### config.mk
export PLATFORM = sky130hd
export DESIGN_NAME = audio_voice_bank
export DESIGN_NICKNAME = d
export VERILOG_FILES = /design/src/rtl/audio_voice_pkg.sv /design/src/rtl/audio_voice_mac.sv /design/src/rtl/audio_voice_bank.sv
export SDC_FILE = /design/constraint.sdc
export NUM_CORES = 2
export LEC_CHECK = 0
export BUFFER_PORTS_ARGS = -buffer_cell sky130_fd_sc_hd__buf_2
export CORE_MARGIN = 2
export CORE_UTILIZATION = 35
export DETAILED_ROUTE_END_ITERATION = 16
export GPL_TIMING_DRIVEN = 0
export PLACE_DENSITY = 0.62
export SLEW_MARGIN = 20
export SYNTH_ARGS = -nofsm -noshare
export SYNTH_HDL_FRONTEND = slang
export SYNTH_SLANG_ARGS = --single-unit
### constraint.sdc
create_clock -name clk -period 26.3 [get_ports clk]
set_input_delay 3.945 -clock clk [delete_from_list [all_inputs] [get_ports clk]]
set_output_delay 3.945 -clock clk [all_outputs]
set_load 0.02 [all_outputs]
### src/rtl/audio_voice_pkg.sv
// audio_voice_pkg: shared definitions for the multi-voice audio bank.
//   - voiceSelT   : register select codes carried on w_select
//   - voiceStateT : frame sequencer states
//   - saturate()  : clamps a wide signed value to a signed range of 'width' bits
package audio_voice_pkg;

  typedef enum logic [3:0] {
    SelIdle        = 4'd0,
    SelStartAddr   = 4'd1,
    SelSampleCount = 4'd2,
    SelLoopStart   = 4'd3,
    SelLoopEnd     = 4'd4,
    SelPosition    = 4'd5,
    SelVolume      = 4'd6,
    SelLooping     = 4'd7,
    SelPlaying     = 4'd8,
    SelStereo      = 4'd9,
    SelVolumeR     = 4'd12,
    SelClearStatus = 4'd15
  } voiceSelT;

  typedef enum logic [2:0] {
    StIdle,
    StScan,
    StReqL,
    StWaitL,
    StReqR,
    StWaitR,
    StAccum,
    StOutput
  } voiceStateT;

  localparam int unsigned SatW = 64;

  function automatic logic signed [SatW-1:0] saturate(input logic signed [SatW-1:0] value,
                                                       input int unsigned            width);
    logic signed [SatW-1:0] maxV;
    logic signed [SatW-1:0] minV;
    maxV = (64'sd1 <<< (width - 1)) - 64'sd1;
    minV = -(64'sd1 <<< (width - 1));
    if (value > maxV) begin
      return maxV;
    end else if (value < minV) begin
      return minV;
    end
    return value;
  endfunction

endpackage

### src/rtl/audio_voice_mac.sv
// audio_voice_mac: combinational scale of one signed sample by an unsigned volume.
//   sample : signed input sample
//   volume : unsigned gain, 2^(VOLUME_W-1) is unity
//   scaled : (sample * volume) >>> (VOLUME_W-1), full precision
module audio_voice_mac #(
  parameter int unsigned SAMPLE_W = 16,
  parameter int unsigned VOLUME_W = 8
) (
  input  logic signed [SAMPLE_W-1:0]        sample,
  input  logic        [VOLUME_W-1:0]        volume,
  output logic signed [SAMPLE_W+VOLUME_W:0] scaled
);

  localparam int unsigned MulW = SAMPLE_W + VOLUME_W + 1;

  logic signed [VOLUME_W:0] volumeS;
  logic signed [MulW-1:0]   product;

  always_comb begin
    // Zero-extend so the volume is treated as non-negative in a signed multiply.
    volumeS = {1'b0, volume};
    product = MulW'(sample) * MulW'(volumeS);
    scaled  = product >>> (VOLUME_W - 1);
  end

endmodule

### src/rtl/audio_voice_bank.sv
// audio_voice_bank: NUM_CHANNELS sample voices sharing one memory read port.
// On each rising lrclk edge every playing voice fetches one frame, which is scaled
// by volume and mixed with saturation into o_left/o_right.
// Ports:
//   clk, rst                 : clock, synchronous active-high reset
//   w_channel/w_select/...   : CPU register write (one per cycle)
//   lrclk                    : frame clock, synchronous to clk
//   mem_req_* / mem_rsp_*    : word-addressed sample memory read port
//   o_left/o_right/o_mix_valid : mixed output pair and update pulse
//   o_busy, o_overrun        : sequencer active, sticky frame-overrun flag
// Optional: define AUDIO_VOICE_PAN_EN for an independent right-channel volume per voice.
module audio_voice_bank
  import audio_voice_pkg::*;
#(
  parameter int unsigned NUM_CHANNELS = 4,
  parameter int unsigned SAMPLE_W     = 16,
  parameter int unsigned VOLUME_W     = 8,
  parameter int unsigned POS_W        = 24,
  parameter int unsigned ADDR_W       = 32
) (
  input  logic                            clk,
  input  logic                            rst,
  input  logic [$clog2(NUM_CHANNELS)-1:0] w_channel,
  input  logic [3:0]                      w_select,
  input  logic [31:0]                     w_data,
  input  logic                            w_valid,
  input  logic                            lrclk,
  output logic                            mem_req_valid,
  output logic [ADDR_W-1:0]               mem_req_addr,
  input  logic                            mem_req_ready,
  input  logic                            mem_rsp_valid,
  input  logic [SAMPLE_W-1:0]             mem_rsp_data,
  output logic [SAMPLE_W-1:0]             o_left,
  output logic [SAMPLE_W-1:0]             o_right,
  output logic                            o_mix_valid,
  output logic                            o_busy,
  output logic                            o_overrun
);

  localparam int unsigned IdxW = $clog2(NUM_CHANNELS);
  localparam int unsigned MacW = SAMPLE_W + VOLUME_W + 1;
  localparam int unsigned AccW = SAMPLE_W + VOLUME_W + IdxW;

  logic [ADDR_W-1:0]   startAddr   [NUM_CHANNELS];
  logic [POS_W-1:0]    sampleCount [NUM_CHANNELS];
  logic [POS_W-1:0]    loopStart   [NUM_CHANNELS];
  logic [POS_W-1:0]    loopEnd     [NUM_CHANNELS];
  logic [POS_W-1:0]    voicePos    [NUM_CHANNELS];
  logic [VOLUME_W-1:0] volume      [NUM_CHANNELS];
`ifdef AUDIO_VOICE_PAN_EN
  logic [VOLUME_W-1:0] volumeR     [NUM_CHANNELS];
`endif
  logic [NUM_CHANNELS-1:0] looping;
  logic [NUM_CHANNELS-1:0] playing;
  logic [NUM_CHANNELS-1:0] stereo;

  voiceStateT                 state;
  logic [IdxW-1:0]            idx;
  logic                       lrclkQ;
  logic signed [SAMPLE_W-1:0] sampleL;
  logic signed [SAMPLE_W-1:0] sampleR;
  logic signed [AccW-1:0]     accL;
  logic signed [AccW-1:0]     accR;
  logic signed [MacW-1:0]     scaledL;
  logic signed [MacW-1:0]     scaledR;
  logic [VOLUME_W-1:0]        curVolR;
  logic [POS_W-1:0]           curPos;
  logic [POS_W-1:0]           nextPos;
  logic [ADDR_W-1:0]          addrL;
  logic                       frameEdge;
  logic                       lastVoice;

  always_comb begin
    frameEdge = !lrclkQ && lrclk;
    lastVoice = (idx == IdxW'(NUM_CHANNELS - 1));
    curPos    = voicePos[idx];
    nextPos   = curPos + POS_W'(1);
    // Stereo frames are interleaved L,R so each frame occupies two words.
    addrL     = stereo[idx] ? startAddr[idx] + ADDR_W'({curPos, 1'b0})
                            : startAddr[idx] + ADDR_W'(curPos);
`ifdef AUDIO_VOICE_PAN_EN
    curVolR   = volumeR[idx];
`else
    curVolR   = volume[idx];
`endif
  end

  assign o_busy = (state != StIdle);

  audio_voice_mac #(
    .SAMPLE_W(SAMPLE_W),
    .VOLUME_W(VOLUME_W)
  ) u_mac_l (
    .sample(sampleL),
    .volume(volume[idx]),
    .scaled(scaledL)
  );

  audio_voice_mac #(
    .SAMPLE_W(SAMPLE_W),
    .VOLUME_W(VOLUME_W)
  ) u_mac_r (
    .sample(sampleR),
    .volume(curVolR),
    .scaled(scaledR)
  );

  always_ff @(posedge clk) begin
    if (rst) begin
      for (int i = 0; i < NUM_CHANNELS; i++) begin
        startAddr[i]   <= '0;
        sampleCount[i] <= '0;
        loopStart[i]   <= '0;
        loopEnd[i]     <= '0;
        voicePos[i]    <= '0;
        volume[i]      <= '0;
`ifdef AUDIO_VOICE_PAN_EN
        volumeR[i]     <= '0;
`endif
      end
      looping       <= '0;
      playing       <= '0;
      stereo        <= '0;
      state         <= StIdle;
      idx           <= '0;
      lrclkQ        <= 1'b0;
      sampleL       <= '0;
      sampleR       <= '0;
      accL          <= '0;
      accR          <= '0;
      mem_req_valid <= 1'b0;
      mem_req_addr  <= '0;
      o_left        <= '0;
      o_right       <= '0;
      o_mix_valid   <= 1'b0;
      o_overrun     <= 1'b0;
    end else begin
      lrclkQ      <= lrclk;
      o_mix_valid <= 1'b0;

      case (state)
        StIdle: begin
          if (frameEdge) begin
            state <= StScan;
            idx   <= '0;
            accL  <= '0;
            accR  <= '0;
          end
        end
        StScan: begin
          if (playing[idx] && (curPos < sampleCount[idx])) begin
            mem_req_valid <= 1'b1;
            mem_req_addr  <= addrL;
            state         <= StReqL;
          end else begin
            // Covers both idle voices and voices that ran past their end.
            playing[idx] <= 1'b0;
            if (lastVoice) begin
              state <= StOutput;
            end else begin
              idx <= idx + IdxW'(1);
            end
          end
        end
        StReqL: begin
          if (mem_req_ready) begin
            mem_req_valid <= 1'b0;
            state         <= StWaitL;
          end
        end
        StWaitL: begin
          if (mem_rsp_valid) begin
            sampleL <= mem_rsp_data;
            if (stereo[idx]) begin
              mem_req_valid <= 1'b1;
              mem_req_addr  <= addrL + ADDR_W'(1);
              state         <= StReqR;
            end else begin
              sampleR <= mem_rsp_data;
              state   <= StAccum;
            end
          end
        end
        StReqR: begin
          if (mem_req_ready) begin
            mem_req_valid <= 1'b0;
            state         <= StWaitR;
          end
        end
        StWaitR: begin
          if (mem_rsp_valid) begin
            sampleR <= mem_rsp_data;
            state   <= StAccum;
          end
        end
        StAccum: begin
          accL <= accL + AccW'(scaledL);
          accR <= accR + AccW'(scaledR);
          if (looping[idx] && (nextPos >= loopEnd[idx])) begin
            voicePos[idx] <= loopStart[idx];
          end else begin
            voicePos[idx] <= nextPos;
            if (nextPos >= sampleCount[idx]) begin
              playing[idx] <= 1'b0;
            end
          end
          if (lastVoice) begin
            state <= StOutput;
          end else begin
            idx   <= idx + IdxW'(1);
            state <= StScan;
          end
        end
        StOutput: begin
          o_left      <= SAMPLE_W'(saturate(SatW'(accL), SAMPLE_W));
          o_right     <= SAMPLE_W'(saturate(SatW'(accR), SAMPLE_W));
          o_mix_valid <= 1'b1;
          state       <= StIdle;
        end
        default: state <= StIdle;
      endcase

      // Placed after the sequencer so CPU writes win on the same voice and cycle.
      if (w_valid) begin
        case (w_select)
          SelStartAddr:   startAddr[w_channel]   <= ADDR_W'(w_data);
          SelSampleCount: sampleCount[w_channel] <= POS_W'(w_data);
          SelLoopStart:   loopStart[w_channel]   <= POS_W'(w_data);
          SelLoopEnd:     loopEnd[w_channel]     <= POS_W'(w_data);
          SelPosition:    voicePos[w_channel]    <= POS_W'(w_data);
          SelVolume:      volume[w_channel]      <= VOLUME_W'(w_data);
          SelLooping:     looping[w_channel]     <= w_data[0];
          SelPlaying:     playing[w_channel]     <= w_data[0];
          SelStereo:      stereo[w_channel]      <= w_data[0];
`ifdef AUDIO_VOICE_PAN_EN
          SelVolumeR:     volumeR[w_channel]     <= VOLUME_W'(w_data);
`endif
          SelClearStatus: o_overrun              <= 1'b0;
          default: ;
        endcase
      end

      if (frameEdge && (state != StIdle)) begin
        o_overrun <= 1'b1;
      end
    end
  end

endmodule

# ---- Yosys cells after proc, flatten, opt, wreduce, memory -nomap -nowiden
# Memory sizes are Yosys's and may differ from the RTL's. A register that Yosys moved wholly into a read port is not among the register bits.
# Cells that the tools add are included.
dict set report word_totals {
  reg_bits 169
  ramBits 544
  in_bits 60
  elab_cells 245
  memories 6
}
# name depth width rd rd_clocked_by_memory_dff write_ports line_no
set memory_table {}
lappend memory_table {startAddr 4 32 1 1 4 audio_voice_bank.sv:44} ;# logic [ADDR_W-1:0] startAddr [NUM_CHANNELS];
lappend memory_table {loopEnd 4 24 1 1 4 audio_voice_bank.sv:47} ;# logic [POS_W-1:0] loopEnd [NUM_CHANNELS];
lappend memory_table {loopStart 4 24 1 1 4 audio_voice_bank.sv:46} ;# logic [POS_W-1:0] loopStart [NUM_CHANNELS];
lappend memory_table {sampleCount 4 24 1 1 4 audio_voice_bank.sv:45} ;# logic [POS_W-1:0] sampleCount [NUM_CHANNELS];
lappend memory_table {voicePos 4 24 1 1 4 audio_voice_bank.sv:48} ;# logic [POS_W-1:0] voicePos [NUM_CHANNELS];
lappend memory_table {volume 4 8 1 1 4 audio_voice_bank.sv:49} ;# logic [VOLUME_W-1:0] volume [NUM_CHANNELS];
dict set report op_classes {
  addsub 7
  n_mul 2
  n_lt_le_gt_ge 11
  n_eq_ne 29
  mux 137
  n_bitwise 3
  reduce_logical 34
}
# operator n
set op_table {}
lappend op_table {{2-to-1 mux 32 bit} 5}
lappend op_table {{2-to-1 mux 16 bit} 9}
lappend op_table {{2-to-1 mux 24 bit} 6}
lappend op_table {{OR reduction 24 bit} 5}
lappend op_table {{one-hot mux 26 bit (2 select lines)} 2}
lappend op_table {{one-hot mux 32 bit (2 select lines)} 1}
lappend op_table {{2-to-1 mux 1 bit} 62}
lappend op_table {{adder 26 x 18 -> 26 bit} 2}
lappend op_table {{greater-than comparator 26 x 16 -> 1 bit (second input constant)} 2}
lappend op_table {{< comparator 26 x 16 -> 1 bit (second input constant)} 2}
lappend op_table {{multiplier 16 x 9 -> 25 bit} 2}
lappend op_table {{>= comparator 24 bit} 2}
lappend op_table {{2-to-1 mux 2 bit} 23}
lappend op_table {{adder 32 x 1 -> 32 bit (second input constant)} 1}
lappend op_table {{adder 32 x 24 -> 32 bit} 1}
lappend op_table {{adder 32 x 25 -> 32 bit} 1}
lappend op_table {{one-hot mux 16 bit (2 select lines)} 1}
lappend op_table {{OR reduction 32 bit} 1}
lappend op_table {{2-to-1 mux 26 bit} 1}
lappend op_table {{adder 24 x 1 -> 24 bit (second input constant)} 1}
lappend op_table {{< comparator 24 bit} 1}
lappend op_table {{2-to-1 mux 3 bit} 8}
lappend op_table {{2-to-1 mux 4 bit} 6}
lappend op_table {{one-hot mux 3 bit (8 select lines)} 1}
lappend op_table {{36 further kinds} 77}

# ---- Logic depth before layout (Yosys ltp)
dict set report logic_depth {
  depth_word 13
  depth_mapped 40
  depth_no_buf 34
}

# ---- Cells and area by module
# Synthesis repeated with hierarchy kept, for this count alone.
dict set report hier_totals {
  cells_unflattened 4678
  area_unflattened_um2 48719.2
}
# module instances cells_per_inst area_each_um2
set by_module_without_submodules {}
lappend by_module_without_submodules {audio_voice_bank 1 3574 39432.8}
lappend by_module_without_submodules {{audio_voice_mac at u_mac_l} 1 563 4694.5}
lappend by_module_without_submodules {{audio_voice_mac at u_mac_r} 1 541 4591.9}

# ---- Least setup slack after synthesis
# Ideal clock, no wire load.
dict set report synth_timing {
  path_type {register -> register}
  from {reg with a tool-made name}
  to {reg accR[25]}
  setup_time_ns 0.122
  arrival_time_ns 9.231
  required_time_ns 26.178
  path_slack_ns 16.947
  path_stages_with_launch 38
  synth_period_minus_slack_ns 9.353
  cell_sequence {dfxtp_1 > buf_4 > buf_2 > buf_2 > buf_2 > buf_2 > mux4_2 > clkbuf_1 > and2_1 > fa_1 > fa_1 > fa_1 > inv_1 > fa_1 > inv_1 > ha_1 > a21o_1 > a21o_1 > [2 not listed] > o21bai_1 > o41ai_1 > o211ai_1 > o21a_1 > nor2_1 > xnor2_1 > ha_1 > nor2b_1 > o21ai_0 > nand2b_1 > a21o_1 > a21oi_1 > o31ai_1 > a221oi_1 > xnor2_1 > xnor2_1 > nor2_1 > a221o_1}
}
# element line_no
set synth_rtl {}
lappend synth_rtl {{end signal: assignment} audio_voice_bank.sv:198} ;# accR <= accR + AccW'(scaledR);
lappend synth_rtl {{end: declaration} audio_voice_bank.sv:63} ;# logic signed [AccW-1:0] accR;

==> key figures <==
Detailed routing
  – Initial DRC count: 3824
  – Drt pass-1 iters: 6
  – Final wirelength: 154000 µm
  – Vias per inst: 5.59
  – DRC violations left: 0
  – Antenna viol nets, final: 0
  – Routed vias: 36537
  – Post-DR wirelength/cell: ~24 µm

STA
  – Rel. slew slack: 0.192
  – RSZ-0062 raised after global routing: no
  – Period minus WS final: ~13 ns
  – Setup TNS: 0 ns
  – Fmax: 78.6 MHz
  – Worst-Margin Slew: 1.21 ns
  – Clock skew: 0.0597 ns
  – Slew Viols, Final: 0
  – Setup WS post-layout: 13.57 ns
  – Final period utilization: 0.484
  – Final-report hold violation count: 0
  – Setup Viol. Count Final: 0

GRT
  – GR Overflow Total: 0
  – First-pass GRT wire length: 228000 µm
  – Number of global-route vias before repair: around 36000
  – Gr usage total: 0.220
  – Largest net degree at the start of global routing: 25
  – Initial antenna violation count: 21

Place
  – Setup WS pre-CTS: 13.83 ns
  – Final Wtd Congestion: 0.947
  – I/O Buffers: approximately 110
  – Hpwl dp: 118000 µm

Synthesis
  – Synth Area in XOR/XNOR: 0.0278
  – Top FF cell, synth: edfxtp_1
  – Synth Register Bits: 715
  – Library cells used by synthesis: 97
  – Largest family of logic cells by synthesized area: simple AND/OR/NAND/NOR gates
  – Register area share after synthesis: 0.416
  – Multiplexer share of the synthesized area: 0.0745
  – Warnings from Yosys: 0
  – Asr flop ratio synth: 0
  – Net count after synthesis: about 5000
  – Cell area after synthesis: 0.0475 mm²
  – EDFF count, synth: 544
  – Adder-cell share of the synthesized area: 0.156
  – Largest area contributor in the netlist: edfxtp_1
  – Yosys top cell area share: 0.344
  – Area fraction in and, or, nand and nor cells after synthesis: 0.162
  – Post-Synthesis Cells: 4468
  – Syn Area/Cell: 10.6 µm²
  – Synth area leaders: edfxtp_1 (34%), fa_1 (8.7%), dfxtp_1 (7.2%), ha_1 (7.0%), mux4_2 (6.5%)
  – Compound-Gate Fraction of Synth Area: 0.108

CTS
  – H-tree depth: 3
  – Clock Pin Slew Worst Setup and Hold Paths: roughly 0.060 ns
  – CTS Buffer Depth: 3
  – CTS Hold Buffers Added: 0
  – Sink Count: about 700
  – CTS tree: built
  – Cts repair resizes: 0
  – Clock Latency Late Sink: 0.72 ns
  – Setup Buffers After CTS: 0
  – Total CTS buffers: 82
  – Clock Tree Root: clkbuf_16

Setup path
  – Max incr delay on CP: 0.83 ns
  – Most frequent CP cell: fa_1
  – Startpoint Class: register
  – CP Max Fanout: 10
  – R2r setup slk: 13.57 ns
  – Arrival time at the worst endpoint: 13.28 ns
  – Slowest-stage cell, CP: buf_1
  – Data required time of the worst path: 26.85 ns
  – WS Path Type: reg2reg
  – Crit end category: register

Job
  – Max_cap viols: 0

Final layout
  – Ratio of cells with drive above 1 in the final layout: 0.108
  – Fill count: 13082
  – Area grow syn2layout: 13.1%
  – Final nets: 5209

Floorplan
  – Die height: 372 µm
  – Starting density of the core: 0.352
  – Core Footprint: 0.135 mm²
  – Die width: 372 µm
  – Io pins: between 100 and 150
  – Die area: around 0.14 mm²
  – Site row count: 135

Outcome
  – Status: complete, no violations

Power and ir drop
  – PD cells: 70.1 mW/mm²
  – Maximum VDD drop: 0.0592 mV
  – Static Leak: 22.5 nW

Hold path
  – Hold Path Class: reg2reg
-- final timing paths --
check / startpoint / endpoint / depth (start not counted)
setup / recovery: register / accR[25]$_SDFFE_PP0P_ / 38
setup reg to reg: register / accR[25]$_SDFFE_PP0P_ / 38
hold / removal: mem_req_addr[22]$_SDFFE_PP0P_ / mem_req_addr[22]$_SDFFE_PP0P_ / 2
hold reg to reg: mem_req_addr[22]$_SDFFE_PP0P_ / mem_req_addr[22]$_SDFFE_PP0P_ / 2
-- report_power, final --
group,total (mW),internal [mW],switching (mW)
combinational,1.29,0.466,0.824
clock,1.19,0.669,0.523
sequential,1.29,1.27,0.0215
total,3.77,2.40,1.37
-- flip-flops by register name, summed over array words and instances, names as in the netlist, 16 cells and up, named ones only --
name and cells:
loopEnd 96, loopStart 96, startAddr 128, volume 32, o_left 16, voicePos 96, mem_req_addr 32, accR 26
sampleL 16, sampleR 16, accL 26, sampleCount 96, o_right 16
-- worst max-delay path: cells and delay by family, from the launching register on --
kind / cells / cell delay (ns)
multiplexers: 1 / 0.53
AO/OA/AOI/OAI: 13 / 3.13
flip-flops: 1 / 0.30
XOR/XNOR: 3 / 0.74
adder cells (fa/ha/maj): 6 / 2.86
buffers and inverters: 9 / 4.21
AND/OR/NAND/NOR: 6 / 0.77
-- area by class of cell --
| type | instances | area, µm² | area share |
|---|---|---|---|
| Clock buffer | 98 | 2130 | 0.0397 |
| Tap cell | 1781 | 2230 | 0.0415 |
| Timing Repair Buffer | 127 | 1010 | 0.0188 |
| Sequential cell | 715 | 19800 | 0.368 |
| Multi-Input combinational cell | 3063 | 25300 | 0.472 |
| Inverter | 393 | 1480 | 0.0274 |
| Clock inverter | 53 | 617 | 0.0115 |
| Buffer | 297 | 1160 | 0.0217 |
| Antenna cell | 6 | 15.0 | 0.000279 |
-- placed cells by master (no fill, tap or decap), types with 34 or more instances in the layout --
cell type,Yosys,layout
nand2_1,399,399
a211oi_1,60,60
and3_1,379,379
a22o_1,87,87
nor2b_1,37,37
nand4_1,34,34
clkbuf_16,0,82
clkbuf_1,248,258
nor3_1,41,40
ha_1,264,264
a21oi_1,198,198
o21ai_0,132,116
fa_1,206,206
a21o_1,65,65
mux4_2,138,138
xor2_1,43,43
dfxtp_1,171,171
buf_2,18,127
and2_1,187,187
nor2_1,282,281
edfxtp_1,544,544
nand3_1,49,49
xnor2_1,108,108
inv_1,392,392
-- metrics by stage --
stage	power, mW	cells	area (µm²)	hold WS, ns	util
2_1_floorplan	2.19	4468	47500	0.449	-
3_3_place_gp	2.54	6358	50300	0.439	0.372
3_5_place_dp	2.57	6376	51000	0.443	0.377
4_1_cts	3.75	6527	53700	0.451	0.398
5_1_grt	3.93	6530	53700	0.468	0.398
6_report	3.77	6533	53700	0.448	0.398
-- kinds of logic after synthesis --
group	count (synthesis)
buffers and inverters	690
DFF	715
muxes	178
and+or+nand+nor	1508
AOI/OAI and AO/OA	756
xor gates and xnor gates	151
adders and majority gates	470
-- synth_stat cells (60+ instances only) --
master,number
a211oi_1,60
nor2_1,282
edfxtp_1,544
a22o_1,87
xnor2_1,108
clkbuf_1,248
inv_1,392
a21o_1,65
ha_1,264
o21ai_0,132
and2_1,187
mux4_2,138
dfxtp_1,171
nand2_1,399
fa_1,206
a21oi_1,198
and3_1,379
-- routing by layer --
metal / global-route usage / vias up / routed length (µm)
li1: - / 16356 / -
met1: 0.300 / 18284 / 64100
met3: 0.0447 / 261 / 14400
met2: 0.347 / 1626 / 69800
met5: 0 / - / 58
met4: 0.0755 / 10 / 5300
Note: power is estimated with default switching activity, not from simulation.
